$ cat config.mk
export PLATFORM = sky130hd
export DESIGN_NAME = keypad_scanner
export DESIGN_NICKNAME = d
export VERILOG_FILES = /design/src/rtl/calc_pkg.sv /design/src/rtl/col_sync.sv /design/src/rtl/keypad_scanner.sv
export SDC_FILE = /design/constraint.sdc
export NUM_CORES = 1
export LEC_CHECK = 0
export BUFFER_PORTS_ARGS = -buffer_cell sky130_fd_sc_hd__buf_2
export CORE_MARGIN = 2
export CORE_UTILIZATION = 55
export CTS_BUF_LIST = sky130_fd_sc_hd__clkbuf_4
export CTS_CLUSTER_DIAMETER = 120
export DETAILED_ROUTE_END_ITERATION = 6
export GPL_ROUTABILITY_DRIVEN = 0
export PLACE_DENSITY = 0.77
export SETUP_SLACK_MARGIN = 0.4
export SYNTH_ARGS = -nofsm -noshare
export SYNTH_HDL_FRONTEND = slang
export SYNTH_SLANG_ARGS = --single-unit
$ cat constraint.sdc
create_clock -name clk -period 2 [get_ports clk]
set_clock_uncertainty 0.05 [all_clocks]
set_input_delay 0.4 -clock clk [delete_from_list [all_inputs] [get_ports clk]]
set_output_delay 0.4 -clock clk [all_outputs]
set_load 0.03 [all_outputs]
$ cat src/rtl/calc_pkg.sv
// Shared calculator definitions: key codes, the keypad key map and scanner FSM states.
package calc_pkg;

  typedef logic [3:0] key_code_t;

  localparam key_code_t KEY_EQUAL = 4'hA;
  localparam key_code_t KEY_AC    = 4'hB;
  localparam key_code_t KEY_PLUS  = 4'hC;
  localparam key_code_t KEY_MINUS = 4'hD;
  localparam key_code_t KEY_MULT  = 4'hE;
  localparam key_code_t KEY_DIV   = 4'hF;

  // Indexed [row][col]; the rows follow the physical row_n drive order.
  localparam key_code_t KEYMAP [4][4] = '{
    '{4'h1,   4'h2, 4'h3,      KEY_PLUS },
    '{4'h4,   4'h5, 4'h6,      KEY_MINUS},
    '{4'h7,   4'h8, 4'h9,      KEY_MULT },
    '{KEY_AC, 4'h0, KEY_EQUAL, KEY_DIV  }
  };

  typedef enum logic [1:0] {
    SCAN,
    DEBOUNCE,
    EMIT,
    WAIT_RELEASE
  } kp_state_t;

endpackage

$ cat src/rtl/col_sync.sv
// Two-flop synchronizer for the asynchronous active-low keypad columns.
module col_sync (
  input  logic       clk,
  input  logic       rst_n,
  input  logic [3:0] d,
  output logic [3:0] q
);

  logic [3:0] meta;

  always_ff @(posedge clk or negedge rst_n) begin
    if (!rst_n) begin
      meta <= '1;
      q    <= '1;
    end else begin
      meta <= d;
      q    <= meta;
    end
  end

endmodule

$ cat src/rtl/keypad_scanner.sv
// 4x4 keypad scanner: row scan, press/release debounce, one kbEN strobe per accepted key.
module keypad_scanner
  import calc_pkg::*;
#(
  parameter int SCAN_DIV     = 1000,
  parameter int DEBOUNCE_CYC = 20000
) (
  input  logic       clk,
  input  logic       rst_n,
  input  logic [3:0] col_n,
  output logic [3:0] row_n,
  output logic       kbEN,
  output logic [3:0] pressedkey
);

  localparam int CNT_MAX = (SCAN_DIV > DEBOUNCE_CYC) ? SCAN_DIV : DEBOUNCE_CYC;
  localparam int CW      = $clog2(CNT_MAX + 1);

  localparam logic [CW-1:0] SCAN_LAST = CW'(SCAN_DIV - 1);
  localparam logic [CW-1:0] DEB_LAST  = CW'(DEBOUNCE_CYC - 1);

  kp_state_t     state, state_nx;
  logic [1:0]    row_idx, row_nx;
  logic [1:0]    col_lat, col_nx;
  logic [CW-1:0] cnt, cnt_nx;
  logic          load_key;
  logic [3:0]    col_s;

  col_sync u_col_sync (
    .clk   (clk),
    .rst_n (rst_n),
    .d     (col_n),
    .q     (col_s)
  );

  function automatic logic [1:0] lowest_low(input logic [3:0] c);
    if (!c[0])      return 2'd0;
    else if (!c[1]) return 2'd1;
    else if (!c[2]) return 2'd2;
    else            return 2'd3;
  endfunction

  always_ff @(posedge clk or negedge rst_n) begin
    if (!rst_n) begin
      state   <= SCAN;
      row_idx <= '0;
      col_lat <= '0;
      cnt     <= '0;
    end else begin
      state   <= state_nx;
      row_idx <= row_nx;
      col_lat <= col_nx;
      cnt     <= cnt_nx;
    end
  end

  always_comb begin
    state_nx = state;
    row_nx   = row_idx;
    col_nx   = col_lat;
    cnt_nx   = cnt;
    load_key = 1'b0;
    case (state)
      SCAN: begin
        if (col_s != '1) begin
          state_nx = DEBOUNCE;
          col_nx   = lowest_low(col_s);
          cnt_nx   = '0;
        end else if (cnt == SCAN_LAST) begin
          cnt_nx = '0;
          row_nx = row_idx + 2'd1;
        end else begin
          cnt_nx = cnt + 1'b1;
        end
      end
      DEBOUNCE: begin
        if (!col_s[col_lat]) begin
          if (cnt == DEB_LAST) begin
            state_nx = EMIT;
            cnt_nx   = '0;
            load_key = 1'b1;
          end else begin
            cnt_nx = cnt + 1'b1;
          end
        end else begin
          state_nx = SCAN;
          cnt_nx   = '0;
        end
      end
      EMIT: begin
        state_nx = WAIT_RELEASE;
        cnt_nx   = '0;
      end
      WAIT_RELEASE: begin
        if (col_s == '1) begin
          if (cnt == DEB_LAST) begin
            state_nx = SCAN;
            cnt_nx   = '0;
            row_nx   = row_idx + 2'd1;
          end else begin
            cnt_nx = cnt + 1'b1;
          end
        end else begin
          cnt_nx = '0;
        end
      end
      default: state_nx = SCAN;
    endcase
  end

  // Loaded on the edge into EMIT so the new code is already valid while kbEN is high.
  always_ff @(posedge clk or negedge rst_n) begin
    if (!rst_n) begin
      pressedkey <= '0;
    end else if (load_key) begin
      pressedkey <= KEYMAP[row_idx][col_lat];
    end
  end

  assign row_n = ~(4'b0001 << row_idx);
  assign kbEN  = (state == EMIT);

endmodule

==> results.sh, run 1 <==
export IMPL_wl_um=4691
export IMPL_area_growth_pct=41.12
export IMPL_io_buffer_count=14
export IMPL_drt_antenna_violating_nets=0
export IMPL_syn_avg_cell_area_um2=10.44
export IMPL_r2r_end="pressedkey[2]"
export IMPL_tightest_slew_ns=0.7219
export IMPL_die_area_um2=3577
export IMPL_synthesis_nets=177
export IMPL_first_iter_violations=106
export IMPL_async_flop_share_pct=100.0
export IMPL_rsz0062_at_grt="true"
export IMPL_crit_path_max_fanout=5
export IMPL_seqPwrFrac_pct=39.9
export IMPL_clock_sinks=33
export IMPL_viasPerCell=6.129
export IMPL_cts_tree="done"
export IMPL_clkLatencyLatePin_ns=0.35
export IMPL_maxCapViolCount=0
export IMPL_yosysSeqAreaShare_pct=48.79
export IMPL_core_area_um2=3003
export IMPL_n_antenna_cell=0
export IMPL_rows=20
export IMPL_synth_edf_count=0
export IMPL_die_h_um=59.81
export IMPL_switchingPower_w=0.0006546
export IMPL_cts_root_buf="clkbuf_4"
export IMPL_initial_core_util_pct=57.04
export IMPL_vias=1526
export IMPL_hold_ws_ns=0.03286
export IMPL_nFillCells=161
export IMPL_ys_flop_type="dfrtp_1"
export IMPL_clockPowerShare_pct=25.8
export IMPL_cp_required_ns=1.55
export IMPL_crit_arrival_ns=1.30
export IMPL_grt_max_degree=34
export IMPL_final_nets=228
export IMPL_critPathLaunchType="flip-flop"
export IMPL_end_kind="primary output"
export IMPL_p_total_w=0.001955
export IMPL_path_class="flip-flop to primary output"
export IMPL_power_leakage_nw=0.9988
export IMPL_dpl_hpwl_um=2398
export IMPL_power_frac_comb_pct=34.3
export IMPL_drv_slew=0
export IMPL_netlist_area_um2=1713
export IMPL_final_min_clock_period_ns=1.750
export IMPL_p_int_w=0.001300
export IMPL_cts_buffer_depth=2
export IMPL_drive_above_1_share_pct=51.85
export IMPL_setup_tns_final_ns=0
export IMPL_synthCells=164
export IMPL_setup_viol=0
export IMPL_wl_per_cell_um=18.84
export IMPL_finalHoldViolCount=0
export IMPL_yosysWarnings=0
export IMPL_timing_rr_start="col_lat[1]"
export IMPL_grt_pass1_vias=1398
export IMPL_power_density_nw_per_um2=808.7
export IMPL_fmax_mhz=571.5
export IMPL_globalRouteOverflowTotal=0
export IMPL_rr_worst_depth=4
export IMPL_die_w_um=59.81
export IMPL_ys_ff_latch=33
export IMPL_switching_share_pct=33.48
export IMPL_clkTransAtPathRegs_ns=0.11
export IMPL_r2r_setup_slack_ns=0.26
export IMPL_yosysUniqueCellTypes=42
export IMPL_pin_count=15
export IMPL_antenna_found_initial=0
export IMPL_dr_pass1_iters=4
export IMPL_cts_max_level=2
export IMPL_cts_made_buffers=5
export IMPL_grtUsageTotal_pct=24.39
export IMPL_ir_drop_mv=0.4282
export IMPL_grt_pass1_wl_um=6389
export IMPL_hp_class="input port to async pin"
export IMPL_finalCritPeriodShare_pct=87.49
export IMPL_slew_headroom_pct=51.88
export IMPL_status="finished, final reports clean"
export IMPL_drt_drc_violations_left=0
[synth_stat cells (all sizes together), types with 2 or more instances]
master   n  area [µm²]
nand2   14       52.55
a21oi   13       65.06
nor2     6       22.52
nand3    5       25.02
and4     3       26.28
clkbuf   2       7.510
inv      9       33.78
nor4     2       12.51
ha       7       87.58
o21ai   12       63.81
xor2     5       43.79
buf      4       20.02
mux2i    2       20.02
dfrtp   25       625.6
nand4    6       37.54
mux2     6       67.56
a22oi    3       22.52
dfstp    8       210.2
xnor2    5       43.79
nor3     4       20.02
nand2b   3       18.77
[kinds of logic after synthesis]
logic type / share of synthesized area (%)
compound gates: 13.22
xor+xnor: 5.113
fa+ha+maj: 5.113
buf+inv: 3.579
flops: 48.79
mux: 6.428
simple gates: 17.75
[sequential cells by signal, summed over array words and instances, names as in the netlist, named ones only]
register / flops
state: 1
row_idx: 2
cnt: 15
pressedkey: 4
u_col_sync.meta: 4
col_lat: 2
u_col_sync.q: 4
[repair_timing]
item | 4_1_cts | 5_1_grt
pin swaps | 6 | 21
hold buffers | 0 | 0
gates cloned | 0 | 1
endpoints found under the hold margin | 0 | 0
gates resized for setup | 35 | 34
setup endpoints to repair | 25 | 27
buffers inserted | 16 | 12
[critical path, stage by stage, from the launching register on]
cell     delay (ns)
dfrtp_2        0.48
buf_6          0.14
ha_4           0.15
inv_2          0.05
buf_6          0.13
[stage by stage]
step | cell area (µm²) | cells | setup slack (ns) | utilization (%)
finish | 2417 | 249 | 0.2503 | 80.50
detailed placement | 1867 | 212 | 0.1141 | 62.17
global route | 2417 | 249 | 0.1864 | 80.50
CTS | 2197 | 236 | 0.2823 | 73.17
floorplan | 1738 | 164 | 0.1899 | -
global placement | 1867 | 212 | 0.1596 | 62.17
[layer usage]
layer / vias to the layer above / part of all wire [%] / track usage, %
li1: 693 / - / -
met1: 775 / 40 / 29.39
met2: 45 / 53 / 41.30
met3: 13 / 4.1 / 6.061
met4: 0 / 2.6 / 10.16
met5: - / 0 / 0
[area by class of cell]
class	instances	area [µm²]	area share (%)
multi-input combinational	116	1023	42.34
sequential	33	840.8	34.78
timing repair buffer	50	394.1	16.30
clock inverter	3	41.29	1.708
tap	33	41.29	1.708
inverter	9	38.79	1.605
clock buffer	5	37.54	1.553
[placed cells by master (no fill, tap or decap), drive strengths merged, types with 2 or more instances in the layout]
cell type  netlist  layout
nor3             4       4
nor2             6       6
xor2             5       5
mux2             6       6
nand3            5       5
o21ai           12      12
buf              4      50
nand4            6       6
dfrtp           25      25
a22oi            3       3
mux2i            2       2
inv              9       9
dfstp            8       8
clkbuf           2       5
a21oi           13      13
ha               7       7
and4             3       3
nand2           14      14
nor4             2       2
nand2b           3       3
xnor2            5       5
[power by group through the flow]
stage | sequential, W | clock [W] | combinational, W
after global routing | 0.000785 | 0.000540 | 0.000725
after CTS | 0.000779 | 0.000505 | 0.000487
after detailed placement | 0.000793 | 0 | 0.000425
final | 0.000779 | 0.000504 | 0.000671
after global placement | 0.000785 | 0 | 0.000415
after floorplan | 0.000775 | 0 | 0.000296
[worst max path at each step]
stage	start	endpoint	slack [ns]	cells after the start
after CTS	row_idx[1]	row_n[2]	0.28	4
after detailed placement	cnt[6]	pressedkey[3]	0.11	4
final	row_idx[1]	row_n[2]	0.25	4
after floorplan	cnt[0]	pressedkey[1]	0.19	6
after global placement	cnt[6]	pressedkey[3]	0.16	4
after global routing	cnt[6]	row_idx[1]	0.19	4
Power figures use the tool's default switching activity.
==> run 2: changes to the inputs <==
--- a/config.mk
+++ b/config.mk
@@ -12,7 +12,8 @@
 export CTS_CLUSTER_DIAMETER = 120
 export DETAILED_ROUTE_END_ITERATION = 6
 export GPL_ROUTABILITY_DRIVEN = 0
-export PLACE_DENSITY = 0.77
+export HOLD_SLACK_MARGIN = 0.03
+export PLACE_DENSITY = 0.86
 export SETUP_SLACK_MARGIN = 0.4
 export SYNTH_ARGS = -nofsm -noshare
 export SYNTH_HDL_FRONTEND = slang
==> run 2 against run 1 <==
Via count grew 14%. Sequential cell count unchanged. Core utilization up 3.7 points. Die area unchanged. Power grew 0.25%. First-iteration DRC count is 95% higher.
==> results.sh, run 2 (synthesis results as in run 1) <==
export IMPL_path_class="flip-flop to flip-flop"
export IMPL_regMostFlops="cnt"
export IMPL_vias=1742
export IMPL_area_growth_pct=47.63
export IMPL_mostFrequentLayoutCells="29 x buf_4, 18 x dfrtp_1, 15 x buf_6"
export IMPL_fmax_mhz=525.8
export IMPL_final_instance_count_excl_fill=254
export IMPL_p_int_w=0.001258
export IMPL_dr_pass1_iters=5
export IMPL_antenna_found_initial=0
export IMPL_crit_slowest_cell="dfstp_2"
export IMPL_drv_slew=0
export IMPL_die_area_um2=3577
export IMPL_io_buffer_count=14
export IMPL_power_leakage_nw=1.023
export IMPL_cp_required_ns=2.19
export IMPL_grt_pass1_wl_um=6617
export IMPL_clockPowerShare_pct=20.1
export IMPL_first_iter_violations=207
export IMPL_ir_drop_mv=0.4391
export IMPL_rsz0062_at_grt="true"
export IMPL_power_frac_comb_pct=40.2
export IMPL_slew_headroom_pct=50.63
export IMPL_mostFrequentLayoutCell="buf_4"
export IMPL_clkLatencyLatePin_ns=0.36
export IMPL_globalRouteOverflowTotal=0
export IMPL_finalCritPeriodShare_pct=95.09
export IMPL_grt_pass1_vias=1390
export IMPL_dpl_hpwl_um=2536
export IMPL_hold_buffers=0
export IMPL_core_area_um2=3003
export IMPL_path_cells="nand4_1 -> nor3_2 -> nand2_1 -> buf_6 -> a211oi_2"
export IMPL_hold_ws_ns=0.02857
export IMPL_status="finished, final reports clean"
export IMPL_clkTransAtPathRegs_ns=0.12
export IMPL_grt_max_degree=34
export IMPL_initial_core_util_pct=57.04
export IMPL_cts_made_buffers=5
export IMPL_drt_antenna_violating_nets=0
export IMPL_viasPerCell=6.858
export IMPL_cts_root_buf="clkbuf_4"
export IMPL_pin_count=15
export IMPL_crit_arrival_ns=2.10
export IMPL_clock_sinks=33
export IMPL_cts_max_level=2
export IMPL_switchingPower_w=0.0007020
export IMPL_hp_class="input port to async pin"
export IMPL_maxCapViolCount=0
export IMPL_finalHoldViolCount=0
export IMPL_final_min_clock_period_ns=1.902
export IMPL_cts_buffer_depth=2
export IMPL_drt_drc_violations_left=0
export IMPL_drive_above_1_share_pct=57.92
export IMPL_wl_per_cell_um=24.58
export IMPL_die_w_um=59.81
export IMPL_largest_register_ffs=15
export IMPL_n_antenna_cell=0
export IMPL_critPathLaunchType="flip-flop"
export IMPL_placed_cells=210
export IMPL_setup_viol=0
export IMPL_switching_share_pct=35.82
export IMPL_critPathMaxStageDelay_ns=0.59
export IMPL_die_h_um=59.81
export IMPL_end_kind="flip-flop"
export IMPL_cts_tree="done"
export IMPL_crit_path_max_fanout=15
export IMPL_wl_um=6244
export IMPL_final_nets=233
export IMPL_power_density_nw_per_um2=775.0
export IMPL_rows=20
export IMPL_grtUsageTotal_pct=25.48
export IMPL_tightest_slew_ns=0.7405
export IMPL_seqPwrFrac_pct=39.7
==> run 2: cell count changes in the layout (fill, tap and decap cells not counted), moves of 2 or more <==
cell / before / now
buf_6: 11 / 15
dfrtp_1: 21 / 18
dfrtp_2: 4 / 7
clkbuf_4: 5 / 7
==> run 2: power groups by stage <==
stage	registers, W	clock network [W]	logic [W]
2_1_floorplan	0.000775	0	0.000296
3_3_place_gp	0.000784	0	0.000374
3_5_place_dp	0.000791	0	0.000392
4_1_cts	0.000770	0.000381	0.000469
5_1_grt	0.000785	0.000429	0.000814
6_report	0.000778	0.000393	0.000788
==> run 2: through the flow <==
step	TNS, ns	cell area, µm²	utilization, %	power [W]	setup slack (ns)
CTS	0	2120	70.58	0.001620	0.2602
global route	-0.1525	2529	84.21	0.002028	-0.07130
detailed placement	0	1852	61.67	0.001184	0.1547
global placement	0	1852	61.67	0.001158	0.2305
finish	0	2529	84.21	0.001960	0.09818
floorplan	0	1738	-	0.001070	0.1899
==> run 2: worst paths after layout <==
| path | startpoint | slack [ns] | cells after the start | end |
|---|---|---|---|---|
| worst max-delay path | u_col_sync.q[0] | 0.1 | 5 | cnt[4] |
| worst min-delay path | rst_n | 0.03 | 1 | pressedkey[2] |
| worst max register to register | u_col_sync.q[0] | 0.1 | 5 | cnt[4] |
| worst min register to register | u_col_sync.meta[1] | 0.30 | 0 | u_col_sync.q[1] |
| max in group asynchronous | rst_n | 1.32 | 1 | cnt[9] |
| min in group clk | col_n[0] | 0.11 | 1 | u_col_sync.meta[0] |
==> run 2: critical path, delay by kind of cell, from the launching register on <==
family          cells  cell delay, ns
flops               1            0.59
simple gates        3            0.72
buf+inv             1            0.20
compound gates      1            0.23
==> run 2: layout make-up <==
type	count	area [µm²]
multi-input combinational	116	1071
sequential	33	844.6
timing repair buffer	55	476.7
fill	132	474.2
clock buffer	7	52.55
tap	33	41.29
inverter	9	38.79
clock inverter	1	3.754
==> run 2: timing repair <==
item                                    CTS  global route
resized for setup                        28            56
setup buffers                            15            20
endpoints found under the setup margin   25            27
gates cloned                              0             1
pin swaps                                 7            14
==> run 2: layer usage <==
layer	global-route usage [%]	vias up	wire length [µm]
met5	0	-	0
met4	6.032	0	442
met3	8.658	53	521
met2	44.72	141	3039
met1	29.81	848	2240
li1	-	700	-
